File: src/rtl/mc_ctrl_timeout.sv
// Memory wait counter with a sticky fault flag.
// Latency: timed_out is combinational from the count; fault rises the cycle after.
// Backpressure: none; it only observes stall cycles.
// Ports: clk, rst, stall (request pending, not ready), clear (state change or
// timeout), timed_out (count hit TIMEOUT_CYCLES), fault (sticky until rst).
module mc_ctrl_timeout #(
   parameter int TIMEOUT_CYCLES = 16
) (
   input  logic clk,
   input  logic rst,
   input  logic stall,
   input  logic clear,
   output logic timed_out,
   output logic fault
);
   localparam int CW = $clog2(TIMEOUT_CYCLES + 1);

   logic [CW-1:0] cnt;

   assign timed_out = (cnt == CW'(TIMEOUT_CYCLES));

   always_ff @(posedge clk) begin
      if (rst) begin
         cnt   <= '0;
         fault <= 1'b0;
      end else begin
         if (clear)
            cnt <= '0;
         else if (stall)
            cnt <= cnt + 1'b1;
         if (timed_out)
            fault <= 1'b1;
      end
   end

endmodule

File: config.mk
export PLATFORM = sky130hd
export DESIGN_NAME = mc_ctrl_timeout
export DESIGN_NICKNAME = d
export VERILOG_FILES = /design/src/rtl/mc_ctrl_timeout.sv
export SDC_FILE = /design/constraint.sdc
export NUM_CORES = 1
export LEC_CHECK = 0
export ABC_CLOCK_PERIOD_IN_PS = 1600
export BUFFER_PORTS_ARGS = -buffer_cell sky130_fd_sc_hd__buf_2
export CAP_MARGIN = 20
export CORE_AREA = 2 2 39 41
export CTS_CLUSTER_SIZE = 14
export DETAILED_ROUTE_END_ITERATION = 10
export DIE_AREA = 0 0 41 43
export GPL_TIMING_DRIVEN = 0
export PLACE_DENSITY_LB_ADDON = 0.1
export SYNTH_ARGS = -nofsm -noshare
export SYNTH_HDL_FRONTEND = slang
export SYNTH_SLANG_ARGS = --single-unit
export TNS_END_PERCENT = 100
File: constraint.sdc
create_clock -name clk -period 1.6 [get_ports clk]
set_clock_uncertainty 0.1 [all_clocks]
set_input_delay 0.24 -clock clk [delete_from_list [all_inputs] [get_ports clk]]
set_output_delay 0.24 -clock clk [all_outputs]
set_load 0.1 [all_outputs]
After elaboration in Yosys (flattened, before gate mapping)
Cells that the tools add are included.
{ "classes": {"addsub": 1, "eq_ne": 1, "n_reduce_logical": 1} }
{ "ops": {"columns": ["operator", "n"], "rows": [
  ["$add 5x1->5 const B", 1],
  ["$eq 5x5->1 const B", 1],
  ["$reduce_or 2->1", 1]
]} }
{ "totals": {"ff_bits": 6, "inputBits": 4, "output_inout_bits": 2, "word_cells": 5} }

Logic depth before layout (Yosys ltp)
{ "logic_depth": {"ltp_word": 1, "depth_mapped": 4} }

Worst setup path after synthesis
OpenSTA, ideal clock, no wires.
{ "synth_path": {"path_kind": "register -> register", "from": "register cnt[0]", "to": "register fault", "arrival_ns": 1.258, "required_ns": 1.384, "slack_ns": 0.126, "path_stages_with_launch": 5, "n_path_buf": 0, "path_cell_list": "dfxtp_1 inv_1 ha_1 and4bb_2 o21ba_1"} }
{ "synth_via": {"elab_chain_len": 1} }
{ "synth_lines": {"columns": ["element", "line_no", "text"], "rows": [
  ["start: declaration", "18", "logic [CW-1:0] cnt;"],
  ["start signal: assignment", "30", "cnt <= cnt + 1'b1;"],
  ["$eq 5x5->1", "20", "assign timed_out = (cnt == CW'(TIMEOUT_CYCLES));"],
  ["named net timed_out", "13", "output logic timed_out,"],
  ["end signal: assignment", "25", "fault <= 1'b0;"],
  ["end signal: assignment", "32", "fault <= 1'b1;"],
  ["end: declaration", "14", "output logic fault"]
]} }
The timed path passes the listed nets, and every way through them passes these cells.
A chain may end at the register's enable or synchronous reset.

Worst setup path after layout
{ "layout_path": {"from": "register cnt[1]", "to": "output port timed_out"} }
{ "layout_via": {"elab_chain_len": 1} }
{ "layout_lines": {"columns": ["element", "line_no"], "rows": [
  ["$eq 5x5->1", "20"],
  ["end: declaration", "13"]
]} }
Every way passes these cells.

==> metrics.txt <==
status finished, final reports clean; largest net degree at the start of global routing 7; Post-Route M1 WL roughly 250 um; main combinational cell family by area after synthesis simple AND/OR/NAND/NOR gates; # IOs 6; CTS tree yes; Setup Crit Path Kind flop to output port; die width roughly 41 um; Critical Path End Type output port; routed vias/inst 4.407; Placer Congestion ~0.7; Initial Util a little under a quarter; die span in y around 43 um; multiplexer share of the synthesized area between 10% and 20%; Gate Count Post-Synth 29; final antenna-violating net count 0; Via Count about 240; Setup crit start cnt[1]; Tcrit/Tclk final 97.52%; H-tree Lvls 1; WP data required roughly 1300 ps; first-pass GRT wire length around 940 um; Net Count, Synth 35; Routed WL 578 um; mapped cell area about 310 um2; Hold Crit Depth 3; DR top layer met4; Ys Warns 0; Site Rows 14; final setup fails 0; WHS between 200 and 250 ps; layout cells sized above 1 47.37%; worst path bufs/invs 2; post-route cell area just over 400 um2; DR WL/cell 10.70 um; core area 1384 um2; DR WL met3 30 um; worst skew pair latency 250 ps; vias in the first global route approximately 230; critical path fanouts, max 3; clock root buffer clkbuf_4; area growth from synthesis to layout 30.28%; slowest library cell on the worst path dfxtp_2; clock sinks 6; Setup WS post-layout 39.64 ps; Clock Tree Buf Depth 2; Max Freq 640.9 MHz; Setup TNS 0 ps; CP Data Arrival Time approximately 1200 ps; PD cells roughly 790 nW/um2; Worst VDD drop between 0.0002 and 0.0003 V; Post-CTS Hold Buffers 0; CP Depth 4; final core occ between 20% and 30%; fin. max-slew vios 0; dpl ws roughly 66 ps; Yosys reg bits 6; die area approximately 1800 um2; Final min period between 1500 and 2000 ps; initial antenna violation count 0; Synth Area in Simple Gates a little over a quarter; storage element area between 100 and 150 um2; remaining global-route overflow 0; Seq/Total Area, Yosys 38.25%; compound-cell area share of the yosys netlist about 8%; DP HPWL roughly 420 um; leakage power total roughly 0.2 nW; Max-slew headroom between 60% and 70%; Placed Area roughly 350 um2; max-cap viol count 0; n_diodes 0; final non-filler cell total 54; Multi-input gate area approximately 180 um2; fill count 143; Final Net Count 46; Final Hold Violating Endpoints 0; CTS Buf Count 3; metal2 WL roughly 270 um; Post-Synth Adder-Cell Area about 8.0%; Synth Area in XOR/XNOR 2.789%; Reg2Reg Setup Slack around 310 ps; Worst Max-Slew Pin Slew between 400 and 500 ps; Avg Cell Area, Syn 10.83 um2; HP Class input pin to flop; dpl cells between 40 and 50; Iteration-0 DRC Markers 2; Total GRT Usage around 8.6%; Critical Path Max Stage Delay 340 ps; CP top delay family flip-flops; DRC Markers 0; port bufs 4; origin of the critical flop-to-flop path cnt[0]; number of library cell types mapped by synthesis 18; Worst setup SP type flop; FF-to-FF path depth 4; RSZ-0062 raised after global routing no; hold path start stall; Clock Pin Slew Worst Setup and Hold Paths 40 ps; Pre-antenna DRT Iters 4; worst-path cell chain inv_1 -> ha_1 -> and4bb_2 -> buf_12; Pwr Total between 0.3 and 0.4 mW
placed cells by master (no fill, tap or decap):
cell type	netlist	final
mux2i_1	1	1
clkbuf_4	0	3
dfxtp_1	6	4
buf_12	0	1
nand3b_1	1	1
nor2_1	2	2
a21oi_1	1	1
xnor2_1	1	1
inv_1	2	2
and4bb_2	1	1
nand4_2	2	2
buf_2	0	3
buf_4	1	3
dfxtp_2	0	2
mux2_4	1	1
ha_1	2	2
o21ba_1	1	1
or2_2	1	1
mux2_1	1	1
nor3b_1	2	2
nor3_1	2	2
a21bo_2	1	1
state kept, by name, summed over array words and instances, names as in the netlist:
name   count
cnt        5
fault      1
logic make-up (layout without fill, tap and decap cells):
group | count (synthesis) | count (layout)
buf+inv | 3 | 12
compound gates | 3 | 3
fa+ha+maj | 2 | 2
simple gates | 11 | 11
xor+xnor | 1 | 1
mux | 3 | 3
flops | 6 | 6
Yosys cell counts (all sizes together):
cell,number,area [um2]
dfxtp,6,120.1
ha,2,25.02
inv,2,7.510
mux2,2,26.27
nand4,2,25.02
nor2,2,7.510
nor3,2,10.01
nor3b,2,15.01
a21bo,1,10.01
a21oi,1,5.000
and4bb,1,12.51
buf,1,7.510
mux2i,1,10.01
nand3b,1,7.510
o21ba,1,10.01
or2,1,6.260
xnor2,1,8.760
power by group:
group | internal [mW] | switching, mW
clock | 0.0852 | 0.0594
combinational | 0.0120 | 0.0130
sequential | 0.152 | 0.00108
layout make-up:
class	count	share of cell area (%)
plain buffers	1	1.835
clock buffers	3	5.505
inverters	2	1.835
multi-input cells	20	43.73
flip-flops and latches	6	29.97
well taps	16	4.893
repair buffers	6	12.23
layer usage:
layer  vias up  global-route usage, %
met5         -                      0
met4         0                  10.00
met3         4                  3.141
met2         7                  11.88
met1       106                  8.414
li1        121                      -
what timing repair did:
action,CTS,global route
buffers inserted,1,1
pin swaps,0,0
gates resized for setup,6,0
setup endpoints to repair,1,1
final timing paths:
| path | endpoint |
|---|---|
| max | timed_out |
| max reg2reg | cnt[4] |
| min | cnt[0] |
| min reg2reg | fault |
tightest hold or removal path, stage by stage:
cell and delay [ps]:
buf_4 130, xnor2_1 80, nor2_1 70
No activity file was read; power rests on OpenSTA's default activity.
